`config.mk`:
```
export PLATFORM = sky130hd
export DESIGN_NAME = cdf_mem_ctrl
export DESIGN_NICKNAME = d
export VERILOG_FILES = /design/src/rtl/hist_eq_pkg.sv /design/src/rtl/sc_rd_valid_pipe.sv /design/src/rtl/cdf_mem_ctrl.sv
export SDC_FILE = /design/constraint.sdc
export NUM_CORES = 1
export LEC_CHECK = 0
export CORE_MARGIN = 2
export CORE_UTILIZATION = 55
export CTS_BUF_LIST = sky130_fd_sc_hd__clkbuf_16
export CTS_CLUSTER_DIAMETER = 80
export CTS_CLUSTER_SIZE = 14
export DETAILED_ROUTE_END_ITERATION = 16
export GPL_TIMING_DRIVEN = 0
export HOLD_SLACK_MARGIN = 0.02
export PLACE_DENSITY_LB_ADDON = 0.05
export RECOVER_POWER = 50
export SYNTH_ARGS = -nofsm -noshare
export SYNTH_HDL_FRONTEND = slang
export SYNTH_SLANG_ARGS = --single-unit
export TNS_END_PERCENT = 10
```
`constraint.sdc`:
```
create_clock -name clk -period 9.2 [get_ports clk]
set_input_delay 1.84 -clock clk [delete_from_list [all_inputs] [get_ports clk]]
set_output_delay 1.84 -clock clk [all_outputs]
set_load 0.01 [all_outputs]
```
`src/rtl/hist_eq_pkg.sv`:
```
`default_nettype none
// ============================================================================
// Module   : hist_eq_pkg
// Purpose  : Shared constants for the histogram-equalisation datapath:
//            scratch-memory region bases, datapath defaults, and the state
//            encoding of the CDF memory controller.
// Ports    : none (package)
// Revision : 1.0 - initial release
// ============================================================================
package hist_eq_pkg;

  // Scratch-memory regions: histogram bins, CDF table, divider output table.
  localparam logic [15:0] c_BIN_BASE = 16'd0;
  localparam logic [15:0] c_CDF_BASE = 16'd64;
  localparam logic [15:0] c_DIV_BASE = 16'd128;

  // Datapath defaults.
  localparam int c_NUM_BINS = 64;
  localparam int c_DW       = 16;
  localparam int c_RD_LAT   = 2;

  // Bin index width; covers NUM_BINS up to 127.
  localparam int c_IDX_W    = 7;

  // CDF controller states.
  localparam logic [1:0] ST_IDLE  = 2'd0;
  localparam logic [1:0] ST_RUN   = 2'd1;
  localparam logic [1:0] ST_DRAIN = 2'd2;
  localparam logic [1:0] ST_DONE  = 2'd3;

endpackage
`default_nettype wire

```
`src/rtl/sc_rd_valid_pipe.sv`:
```
`default_nettype none
// ============================================================================
// Module   : sc_rd_valid_pipe
// Purpose  : DEPTH-deep shift register that tracks scratch reads in flight.
//            Each issued read enters with its bin index; the pair emerges
//            DEPTH cycles later, aligned with the returning read data.
// Ports    : clk       - clock
//            reset     - synchronous active-high reset (flushes valids)
//            clr       - synchronous clear (flushes valids)
//            in_valid  - read issued this cycle
//            in_idx    - index of the issued read
//            out_valid - read data is returning this cycle
//            out_idx   - index of the returning read
// Revision : 1.0 - initial release
// ============================================================================
module sc_rd_valid_pipe #(
  parameter int DEPTH = 2,
  parameter int IW    = 7
) (
  input  logic          clk,
  input  logic          reset,
  input  logic          clr,
  input  logic          in_valid,
  input  logic [IW-1:0] in_idx,
  output logic          out_valid,
  output logic [IW-1:0] out_idx
);

  logic [DEPTH-1:0] r_vld;
  logic [IW-1:0]    r_idx [DEPTH];

  always_ff @(posedge clk) begin
    if (reset || clr) begin
      r_vld <= '0;
    end else begin
      r_vld[0] <= in_valid;
      for (int k = 1; k < DEPTH; k++) begin
        r_vld[k] <= r_vld[k-1];
      end
    end
  end

  // Index travels without reset; it is only meaningful alongside r_vld.
  always_ff @(posedge clk) begin
    r_idx[0] <= in_idx;
    for (int k = 1; k < DEPTH; k++) begin
      r_idx[k] <= r_idx[k-1];
    end
  end

  assign out_valid = r_vld[DEPTH-1];
  assign out_idx   = r_idx[DEPTH-1];

endmodule
`default_nettype wire

```
`src/rtl/cdf_mem_ctrl.sv`:
```
`default_nettype none
// ============================================================================
// Module   : cdf_mem_ctrl
// Purpose  : Streams NUM_BINS histogram bins from scratch memory, forms the
//            saturating cumulative sum and writes it to the CDF region.
//            Reports the total and first non-zero CDF value, then pulses
//            cdf_done for one cycle to start the divider stage.
// Ports    : clk, reset       - clock, synchronous active-high reset
//            enable           - start request (sampled in IDLE only)
//            sc_mem_rd_*      - scratch read port (addr, en, data)
//            sc_mem_wt_*      - scratch write port (addr, data, en)
//            busy             - run in progress (first read .. last write)
//            cdf_done         - one-cycle completion pulse
//            cdf_total        - final saturated CDF value
//            cdf_min          - first non-zero CDF value (0 if none)
// Revision : 1.0 - initial release
// ============================================================================
module cdf_mem_ctrl
  import hist_eq_pkg::*;
#(
  parameter logic [15:0] BIN_BASE = c_BIN_BASE,
  parameter logic [15:0] CDF_BASE = c_CDF_BASE,
  parameter int          NUM_BINS = c_NUM_BINS,
  parameter int          RD_LAT   = c_RD_LAT,
  parameter int          DW       = c_DW
) (
  input  logic          clk,
  input  logic          reset,
  input  logic          enable,
  output logic [15:0]   sc_mem_rd_addr,
  output logic          sc_mem_rd_en,
  input  logic [DW-1:0] sc_mem_rd_data,
  output logic [15:0]   sc_mem_wt_addr,
  output logic [DW-1:0] sc_mem_wt_data,
  output logic          sc_mem_wt_en,
  output logic          busy,
  output logic          cdf_done,
  output logic [DW-1:0] cdf_total,
  output logic [DW-1:0] cdf_min
);

  localparam logic [c_IDX_W-1:0] c_LAST_IDX = c_IDX_W'(NUM_BINS - 1);

  logic [1:0]         r_state;
  logic [1:0]         w_next;
  logic [c_IDX_W-1:0] r_iss;
  logic               w_start;
  logic               w_ret_vld;
  logic [c_IDX_W-1:0] w_ret_idx;
  logic [DW:0]        w_sum;
  logic [DW-1:0]      w_acc_nx;
  logic [DW-1:0]      r_acc;
  logic               r_min_found;
  logic               r_last_wr;
  logic [15:0]        r_wt_addr;
  logic [DW-1:0]      r_wt_data;
  logic               r_wt_en;
  logic [DW-1:0]      r_total;
  logic [DW-1:0]      r_min;

  assign w_start = (r_state == ST_IDLE) && enable;

  // ---------------- FSM: state register ----------------
  always_ff @(posedge clk) begin
    if (reset) begin
      r_state <= ST_IDLE;
    end else begin
      r_state <= w_next;
    end
  end

  // ---------------- FSM: next state ----------------
  always_comb begin
    w_next = r_state;
    case (r_state)
      ST_IDLE:  if (enable) w_next = ST_RUN;
      ST_RUN:   if (r_iss == c_LAST_IDX) w_next = ST_DRAIN;
      // r_last_wr is high in the cycle the final write is on the port.
      ST_DRAIN: if (r_last_wr) w_next = ST_DONE;
      ST_DONE:  w_next = ST_IDLE;
      default:  w_next = ST_IDLE;
    endcase
  end

  // ---------------- FSM: outputs ----------------
  always_comb begin
    sc_mem_rd_en   = 1'b0;
    sc_mem_rd_addr = '0;
    busy           = 1'b0;
    cdf_done       = 1'b0;
    case (r_state)
      ST_RUN: begin
        sc_mem_rd_en   = 1'b1;
        sc_mem_rd_addr = BIN_BASE + 16'(r_iss);
        busy           = 1'b1;
      end
      ST_DRAIN: busy     = 1'b1;
      ST_DONE:  cdf_done = 1'b1;
      default: ;
    endcase
  end

  // ---------------- Read issue counter ----------------
  always_ff @(posedge clk) begin
    if (reset || w_start) begin
      r_iss <= '0;
    end else if (sc_mem_rd_en) begin
      r_iss <= r_iss + 1'b1;
    end
  end

  sc_rd_valid_pipe #(
    .DEPTH (RD_LAT),
    .IW    (c_IDX_W)
  ) u_vpipe (
    .clk       (clk),
    .reset     (reset),
    .clr       (w_start),
    .in_valid  (sc_mem_rd_en),
    .in_idx    (r_iss),
    .out_valid (w_ret_vld),
    .out_idx   (w_ret_idx)
  );

  // One extra bit of headroom so an overflowing sum clamps instead of wrapping.
  assign w_sum    = {1'b0, r_acc} + {1'b0, sc_mem_rd_data};
  assign w_acc_nx = w_sum[DW] ? {DW{1'b1}} : w_sum[DW-1:0];

  // ---------------- Accumulate, write back, capture results ----------------
  always_ff @(posedge clk) begin
    if (reset) begin
      r_acc       <= '0;
      r_min_found <= 1'b0;
      r_min       <= '0;
      r_total     <= '0;
      r_last_wr   <= 1'b0;
      r_wt_en     <= 1'b0;
      r_wt_addr   <= '0;
      r_wt_data   <= '0;
    end else begin
      r_wt_en   <= 1'b0;
      r_last_wr <= 1'b0;
      if (w_start) begin
        r_acc       <= '0;
        r_min_found <= 1'b0;
        r_min       <= '0;
      end else if (w_ret_vld) begin
        r_acc     <= w_acc_nx;
        r_wt_en   <= 1'b1;
        r_wt_addr <= CDF_BASE + 16'(w_ret_idx);
        r_wt_data <= w_acc_nx;
        r_last_wr <= (w_ret_idx == c_LAST_IDX);
        if (!r_min_found && (w_acc_nx != '0)) begin
          r_min       <= w_acc_nx;
          r_min_found <= 1'b1;
        end
      end
      // Total becomes visible in the DONE cycle; accumulator is final by then.
      if ((r_state == ST_DRAIN) && r_last_wr) begin
        r_total <= r_acc;
      end
    end
  end

  assign sc_mem_wt_en   = r_wt_en;
  assign sc_mem_wt_addr = r_wt_addr;
  assign sc_mem_wt_data = r_wt_data;
  assign cdf_total      = r_total;
  assign cdf_min        = r_min;

endmodule
`default_nettype wire
```
### Word-level counts from Yosys, hierarchy flattened

Memories as Yosys holds them, arrays and structs flattened.
Cells that the tools add are included.

* add/subtract/negate cells: 3
* eq/ne operators: 8
* mux-type cells: 10
* bitwise operators: 2
* reduce and logical (&&, ||, !) cells: 13

Operators by type and width (number)
* $add 16x16->17: 1
* $mux 16: 1
* $reduce_bool 16->1: 1
* $eq 7x6->1 const B: 2
* $add 7x7->8 const A: 1
* $pmux 2 s4: 1
* $add 7x1->7 const B: 1
* $mux 7: 1
* $mux 2: 3
* $ne 2x2->1 const B: 3
* $eq 2x2->1 const B: 2
* $mux 1: 4
* $reduce_and 2->1: 2
* $reduce_or 2->1: 2
* $logic_and 1x1->1: 3
* $reduce_and 3->1: 1
* $reduce_or 3->1: 1
* $eq 2x1->1 const B: 1
* $logic_not 2->1: 1
* $not 1->1: 2
* $logic_not 1->1: 1
* $logic_or 1x1->1: 1

* flip-flop bits (word level): 94
* RAM bits: 14
* input port bits: 19
* output and inout port bits: 84
* memories kept: 1

Memory list
* u_vpipe.r_idx: words 2, bits a word 7, read ports 2, clocked after Yosys merged registers in 0, wr ports 2, RTL line sc_rd_valid_pipe.sv:30 `logic [IW-1:0] r_idx [DEPTH];`

### Depth between registers and ports, before layout

Gate-level depths: netlist (run 1).

* depth after elaboration: 5
* depth in mapped cells: 10
* mapped depth without buffers: 9

### By module

Synthesis (run 1) repeated with hierarchy kept, for this count alone.

* cells, all modules: 557
* area, all modules: 4810.9 um^2

Modules (own cells, without submodules)
* cdf_mem_ctrl: times used 1, cells an instance 532, area each 4423.0 um^2
* sc_rd_valid_pipe: times used 1, cells an instance 25, area each 387.9 um^2

### Worst setup path after synthesis (run 1)

OpenSTA, ideal clock, no wires.

* path type: input to register
* start: input port sc_mem_rd_data[0]
* end: register r_min[10] (netlist: cdf_min[10])
* setup time: 0.072 ns
* arrival time: 5.171 ns
* path slack: 3.957 ns
* cell stages on the path: 9
* path through: ha_1 > fa_1 > a211o_2 > a211oi_4 > o211ai_2 > or4_4 > or4b_4 > o41ai_4 > mux2i_1

* word-level cells in the longest chain between the ends: 5

RTL lines
* start, declared: RTL line cdf_mem_ctrl.sv:32 `input logic [DW-1:0] sc_mem_rd_data,`
* $add 16x16->17 (*): RTL line cdf_mem_ctrl.sv:126 `assign w_sum = {1'b0, r_acc} + {1'b0, sc_mem_rd_data};`
* $mux 16 (*): RTL line cdf_mem_ctrl.sv:127 `assign w_acc_nx = w_sum[DW] ? {DW{1'b1}} : w_sum[DW-1:0];`
* $reduce_bool 16->1: RTL line cdf_mem_ctrl.sv:153 `if (!r_min_found && (w_acc_nx != '0)) begin`
* $logic_and 1x1->1: RTL line cdf_mem_ctrl.sv:153
* $reduce_and 2->1 (no line)
* end signal, assigned: RTL line cdf_mem_ctrl.sv:154 `r_min <= w_acc_nx;`
* end, declared: RTL line cdf_mem_ctrl.sv:59 `logic [DW-1:0] r_min;`

Every way passes the cells marked *; elsewhere a longest branch is shown, timed or not.
A chain may end at the register's enable or synchronous reset.

### Worst setup path in the final report (run 1)

* start: input port sc_mem_rd_data[0]
* end: register r_min[4] (netlist: cdf_min[4])

Same word-level chain as after synthesis.

==> results of run 1 <==
## where the power goes
| group | leakage [nW] | internal [W] | switching (W) | total [W] |
|---|---|---|---|---|
| Sequential | 0.807 | 0.000456 | 0.0000196 | 0.000476 |
| Clock | 0.155 | 0.000217 | 0.000177 | 0.000394 |
| Combinational | 1.48 | 0.000107 | 0.000157 | 0.000264 |
## worst max-delay path: stages
cell             delay (ns)
clkdlybuf4s50_1        0.44
ha_1                   0.25
fa_1                   0.41
a211o_2                0.42
a211oi_4               0.33
o211ai_2               0.19
or4_4                  0.56
or4b_4                 0.57
o41ai_4                0.73
mux2i_1                0.27
## how the worst max path moves through the flow
stage | startpoint | to | slack (ns)
3_5_place_dp | sc_mem_rd_data[0] | cdf_min[4]$_SDFFE_PP0P_ | 3.10
6_report | sc_mem_rd_data[0] | cdf_min[4]$_SDFFE_PP0P_ | 3.46
5_1_grt | sc_mem_rd_data[0] | cdf_min[4]$_SDFFE_PP0P_ | 3.26
4_1_cts | sc_mem_rd_data[0] | cdf_min[4]$_SDFFE_PP0P_ | 3.45
3_3_place_gp | sc_mem_rd_data[0] | cdf_min[10]$_SDFFE_PP0P_ | 3.21
2_1_floorplan | sc_mem_rd_data[0] | cdf_min[10]$_SDFFE_PP0P_ | 3.96
## stage by stage
step / power (W) / setup slack (ns) / util (%)
after global routing: 0.00118 / 3.26 / 73.4
after global placement: 0.000738 / 3.21 / 69.5
after floorplan: 0.000655 / 3.96 / -
after detailed placement: 0.000744 / 3.10 / 69.5
after CTS: 0.00114 / 3.45 / 73.4
final: 0.00113 / 3.46 / 73.4
## cell families after synthesis
| kind of cell | after synthesis |
|---|---|
| and+or+nand+nor | 191 |
| adders and majority gates | 23 |
| muxes | 15 |
| other | 1 |
| buffers and inverters | 58 |
| DFF | 100 |
| AOI/OAI and AO/OA | 139 |
| xor gates and xnor gates | 12 |
## placed cells by master, fill, tap and decap left out, drive strengths merged, types with 3 or more instances in the layout
cell type      count
o211ai             4
nor2              63
a21oi             38
and2              13
ha                22
nand2             76
a21o               3
nand3              7
xnor2              5
nand4              6
dlygate4sd3       43
inv               14
dfxtp            100
nor3               4
and3               5
clkinv             3
clkdlybuf4s50     41
buf               18
o21ai             22
xor2               7
clkbuf            38
o221ai             3
conb              17
mux2i             15
a211oi            37
nor2b              3
a2111oi            3
a211o              5
o21a               6
a2111o             3
## state kept, by name (all words and copies together), names as in the netlist
register and count:
r_last_wr 1, r_state 2, sc_mem_wt_addr 8, sc_mem_wt_data 16, u_vpipe.r_idx 14, sc_mem_wt_en 1
r_min_found 1, r_acc 16, r_iss 7, u_vpipe.r_vld 2, cdf_total 16, cdf_min 16
## layout make-up
cell class / count / area, sq um
Clock buffer: 9 / 225
Sequential cell: 100 / 2000
Multi-Input combinational cell: 397 / 2450
Clock inverter: 7 / 88.8
Buffer: 47 / 250
Inverter: 11 / 41.3
Timing Repair Buffer: 84 / 841
Fill cell: 661 / 2190
Tap cell: 105 / 131
## metal layers
layer	up-vias	share of wire (%)
li1	2100	-
met1	1884	47
met2	174	44
met3	17	7.3
met4	0	1.6
met5	-	0
==> run summary, run 1 <==
Status: complete, no violations
I/O pin count: 103
Syn Area/Cell: 8.68 sq um
RR Startpoint: r_acc[0]$_SDFFE_PP0P_
Hpwl dp: 8970 microns
Residual overflow from global routing: 0
Dpl cells: 744
Yosys cell types: 58
CTS H-Tree Depth: 3
Die span in x: 96.3 microns
Maximum number of pins on one net before global-route repair: 20
Wire length per cell: 15.4 microns
Setup bufs post-CTS: 0
Crit Path Class: primary input to register
RSZ-0062 raised after global routing: no
Worst Tran Pin Value: 0.828 ns
GR Util met3: 3.52%
#FFs+latches synth: 100
TritonRoute pass-1 iters: 5
Fin. max-slew vios: 0
CTS tree: yes
Clock Pin Slew Worst Setup and Hold Paths: 0.08 ns
Leak pwr: 2.44 nW
Worst Path Arrival: 6.01 ns
Seq/Total Area, Yosys: 42.8%
Synthesized area: 4680 sq um
Top cells by area, synth: dfxtp_1 43%, nand2_1 6.1%, ha_1 5.9%, a211oi_1 5.6%, nor2_1 5.1%
Worst slew margin: 44.1%
Hold Buf Count CTS: 0
Initial drt markers: 245
Post-synthesis cell count: 539
Cell with the most instances after synthesis: dfxtp_1
Fin area: 6030 sq um
Post-synth top area cell: dfxtp_1
Final wirelength: 11700 microns
Peak supply drop: 0.105 mV
Synth Area in Adders: 6.31%
Period utilization: 62.4%
Core area: 8220 sq um
Hold path startpoint: u_vpipe.r_idx[0][3]$_DFF_P_
M1 GR Usage: 36.4%
Startpoint types: primary input
Area grow syn2layout: 28.8%
Worst hold margin: 0.333 ns
Top_reg_cell synth: dfxtp_1
Antenna cells: 0
Die area: 9260 sq um
Depth of the most critical reg-to-reg path: 9
Reg2reg end: cdf_min[4]$_SDFFE_PP0P_
Drt drc: 0
Synth Area in Simple Gates: 18.4%
First-pass GRT wire length: 18500 microns
CP endpoint kind: register
WHS Path Cells: 0
Setup TNS: 0 ns
CTS Root Cell: clkbuf_16
Routed Antenna Nets: 0
Post-DR vias/cell: 5.49
Hold Path Class: register to register
Max Root-Sink Buffers: 2
Minimum clock period: 5.74 ns
GR peak layer: met2
Final Skew: 0.0133 ns
FP Rows: 33
Non-Filler Instances: 760
Share of layout cells above drive strength 1: 7.63%
Reg2Reg Setup Slack: 5.05 ns
DP Area: 5710 sq um
Synth warnings: 0
Share of Yosys cell area claimed by the top area cell type: 42.8%
Hold Vio Cnt, Final: 0
Hold endpoint: u_vpipe.r_idx[0][10]$_DFF_P_
Vias in the first global route: 3812
Latest clock arrival within the worst-skew pair: 0.35 ns
Mux cell area share after synthesis: 3.21%
Sink Count: 100
GR Util met2: 41.2%
CP Data Required Time: 9.47 ns
Total vias in the final route: 4175
Final setup viols: 0
Async SR Flop Fraction: 0%
Main combinational cell family by area after synthesis: compound AO/OA/AOI/OAI gates
Post_cts resized: 0
Starting Density: 57.0%
Pwr Density: 188 nW/um^2
Port bufs: 84
Fin nets: 692
CTS Buf Count: 9
Post-synth EDFFs: 0
GRT Resource Usage Total: 25.9%
Max-cap violations: 0
F_max: 0.174 GHz
Worst-path fanout max: 8
Compound-Gate Fraction of Synth Area: 20.8%
Post-synth top cells: 100 x dfxtp_1, 76 x nand2_1, 63 x nor2_1
Xor/xnor share of the synthesized area: 2.25%
Die H: 96.3 microns
Global placer's final weighted congestion: 0.915
Initial antenna violation count: 0
(Power assumes the default switching activity.)
==> run 2, diff against run 1 <==
--- a/config.mk
+++ b/config.mk
@@ -6,7 +6,7 @@
 export NUM_CORES = 1
 export LEC_CHECK = 0
 export CORE_MARGIN = 2
-export CORE_UTILIZATION = 55
+export CORE_UTILIZATION = 51
 export CTS_BUF_LIST = sky130_fd_sc_hd__clkbuf_16
 export CTS_CLUSTER_DIAMETER = 80
 export CTS_CLUSTER_SIZE = 14
==> constraint.sdc (replaced) <==
create_clock -name clk -period 5.3 [get_ports clk]
set_input_delay 1.06 -clock clk [delete_from_list [all_inputs] [get_ports clk]]
set_output_delay 1.06 -clock clk [all_outputs]
set_load 0.01 [all_outputs]
==> run summary, run 2 (synthesis gave the netlist of run 1 again) <==
Port bufs: 84 (unchanged)
Final setup viols: 0 (unchanged)
Initial antenna violation count: 0 (unchanged)
Gate power share: 23.8% (+0.5 points)
Initial drt markers: 218 (-11%)
Share of layout cells above drive strength 1: 7.63% (unchanged)
Final wirelength: 11700 microns (-0.65%)
Setup WS pre-CTS: 0.0642 ns (-3.04 ns)
Leak pwr: 2.42 nW (-0.62%)
Period utilization: 93.0%
Latest clock arrival within the worst-skew pair: 0.34 ns (about the same)
Pwr Density: 319 nW/um^2 (+70%)
Die area: 9960 sq um (+7.5%)
Commonest non-fill, non-tap cell in the layout: dfxtp_1
Power share of the clock group: 33.0% (-1.7 points)
First-pass GRT wire length: 19000 microns (+3.1%)
CP endpoint kind: register
Internal power: 0.00130 W (+67%)
CP Cell Sequence: clkdlybuf4s50_1 -> ha_1 -> fa_1 -> a211o_2 -> a211oi_4 -> o211ai_2 -> or4_4 -> or4b_4 -> o41ai_4 -> mux2i_1
Peak supply drop: 0.161 mV (+53%)
Worst Tran Pin Value: 0.799 ns (-0.0292 ns)
DP Area: 5720 sq um (about the same)
CTS Buf Count: 9 (unchanged)
Setup bufs post-CTS: 0 (unchanged)
Worst path slowest cell: o41ai_4
Startpoint types: primary input
Die H: 99.8 microns (+3.7%)
Die span in x: 99.8 microns (+3.7%)
Starting Density: 53.2% (-3.8 points)
Fin nets: 692 (unchanged)
Hold Buf Count CTS: 0 (unchanged)
F_max: 0.203 GHz
Crit path largest cell delay: 0.69 ns (-0.04 ns)
FP Rows: 34 (+3.0%)
Sequential fraction of design power: 43.2% (+1.2 points)
Status: complete, no violations
Antenna cells: 0 (unchanged)
Worst hold margin: 0.329 ns (-0.00430 ns)
Most frequent cells in the layout: 100 x dfxtp_1, 76 x nand2_1, 63 x nor2_1, 43 x dlygate4sd3_1, 41 x clkdlybuf4s50_1
Switching share of power: 31.9% (+0.72 points)
Worst Path Arrival: 5.21 ns (-0.80 ns)
Vias in the first global route: 3853 (+1.1%)
Routed Antenna Nets: 0 (unchanged)
Worst-path fanout max: 8 (unchanged)
CTS Root Cell: clkbuf_16
Final core utilization: 68.1% (-5.2 points)
Maximum number of pins on one net before global-route repair: 19 (-5.0%)
Post-DR vias/cell: 5.49 (about the same)
CTS tree: yes
Max Root-Sink Buffers: 2 (unchanged)
Fin area: 6000 sq um (-0.46%)
Final Skew: 0.0107 ns (-0.00258 ns)
RSZ-0062 raised after global routing: no
NetSw: 0.000611 W (+73%)
CTS H-Tree Depth: 3 (unchanged)
Drt drc: 0 (unchanged)
Global placer's final weighted congestion: 0.909 (-0.66%)
Residual overflow from global routing: 0 (unchanged)
GRT Resource Usage Total: 23.8% (-2.1 points)
Total vias in the final route: 4191 (+0.38%)
Core area: 8810 sq um (+7.2%)
Minimum clock period: 4.93 ns
Sink Count: 100 (unchanged)
CP Data Required Time: 5.58 ns (-3.89 ns)
Hold Path Class: register to register
Final setup margin: 0.370 ns (-3.09 ns)
TritonRoute pass-1 iters: 5 (unchanged)
Fin. max-slew vios: 0 (unchanged)
Max-cap violations: 0 (unchanged)
Wire length per cell: 15.3 microns (-1.0%)
Worst slew margin: 46.0% (+2.0 points)
Crit Path Class: primary input to register
Setup TNS: 0 ns (unchanged)
Area grow syn2layout: 28.2%
Hpwl dp: 9060 microns (+0.99%)
I/O pin count: 103 (unchanged)
Hold Vio Cnt, Final: 0 (unchanged)
Post_cts resized: 0 (unchanged)
Clock Pin Slew Worst Setup and Hold Paths: 0.08 ns (about the same)
-- run 2: layer usage --
| metal | GRT usage (%) | vias up | share of wire (%) |
|---|---|---|---|
| met4 | 8.01 | 0 | 1.9 |
| met1 | 34.5 | 1907 | 47 |
| met3 | 4.39 | 22 | 7.4 |
| met2 | 36.0 | 162 | 43 |
| met5 | 0 | - | 0 |
| li1 | - | 2100 | - |
-- run 2: final cells by class --
class                      count  area, sq um
buffer                        47          250
clock buffer                   9          225
clock inverter                 7         57.6
fill                         733         2810
inverter                      11         41.3
multi-input combinational    397         2450
sequential                   100         2000
tap                          108          135
timing repair buffer          84          841
-- run 2: path summary, 6_finish.rpt --
path | start | endpoint | slack [ns] | cells after the start
worst min register to register | u_vpipe.r_idx[0][4]$_DFF_P_ | u_vpipe.r_idx[0][11]$_DFF_P_ | 0.33 | 0
worst max register to register | r_acc[0]$_SDFFE_PP0P_ | cdf_min[7]$_SDFFE_PP0P_ | 1.20 | 9
worst max-delay path | sc_mem_rd_data[0] | cdf_min[7]$_SDFFE_PP0P_ | 0.37 | 10
worst min-delay path | u_vpipe.r_idx[0][4]$_DFF_P_ | u_vpipe.r_idx[0][11]$_DFF_P_ | 0.33 | 0
-- run 2: power by group through the flow --
stage	sequential (W)	clock, W	combinational (W)
after floorplan	0.000838	0	0.000298
after global placement	0.000842	0	0.000442
after detailed placement	0.000843	0	0.000453
after CTS	0.000826	0.000637	0.000456
after global routing	0.000831	0.000668	0.000503
final	0.000826	0.000632	0.000456
-- run 2: stage by stage --
stage	cells	total power, W
finish	763	0.00191
global placement	747	0.00128
global route	763	0.00200
detailed placement	747	0.00130
floorplan	555	0.00114
CTS	763	0.00192
-- run 2: worst max-delay path, delay by kind of cell --
family / cells / cell delay [ns]
AND/OR/NAND/NOR: 2 / 1.14
buffers and inverters: 1 / 0.43
multiplexers: 1 / 0.27
adder cells (fa/ha/maj): 2 / 0.67
AO/OA/AOI/OAI: 4 / 1.63
==> run 3, diff against run 2 <==
--- a/config.mk
+++ b/config.mk
@@ -9,7 +9,6 @@
 export CORE_UTILIZATION = 51
 export CTS_BUF_LIST = sky130_fd_sc_hd__clkbuf_16
 export CTS_CLUSTER_DIAMETER = 80
-export CTS_CLUSTER_SIZE = 14
 export DETAILED_ROUTE_END_ITERATION = 16
 export GPL_TIMING_DRIVEN = 0
 export HOLD_SLACK_MARGIN = 0.02
@@ -18,4 +17,4 @@
 export SYNTH_ARGS = -nofsm -noshare
 export SYNTH_HDL_FRONTEND = slang
 export SYNTH_SLANG_ARGS = --single-unit
-export TNS_END_PERCENT = 10
+export TNS_END_PERCENT = 5
==> results of run 3 <==
No change in the layout: final DEF, timing and power equal those of run 2.
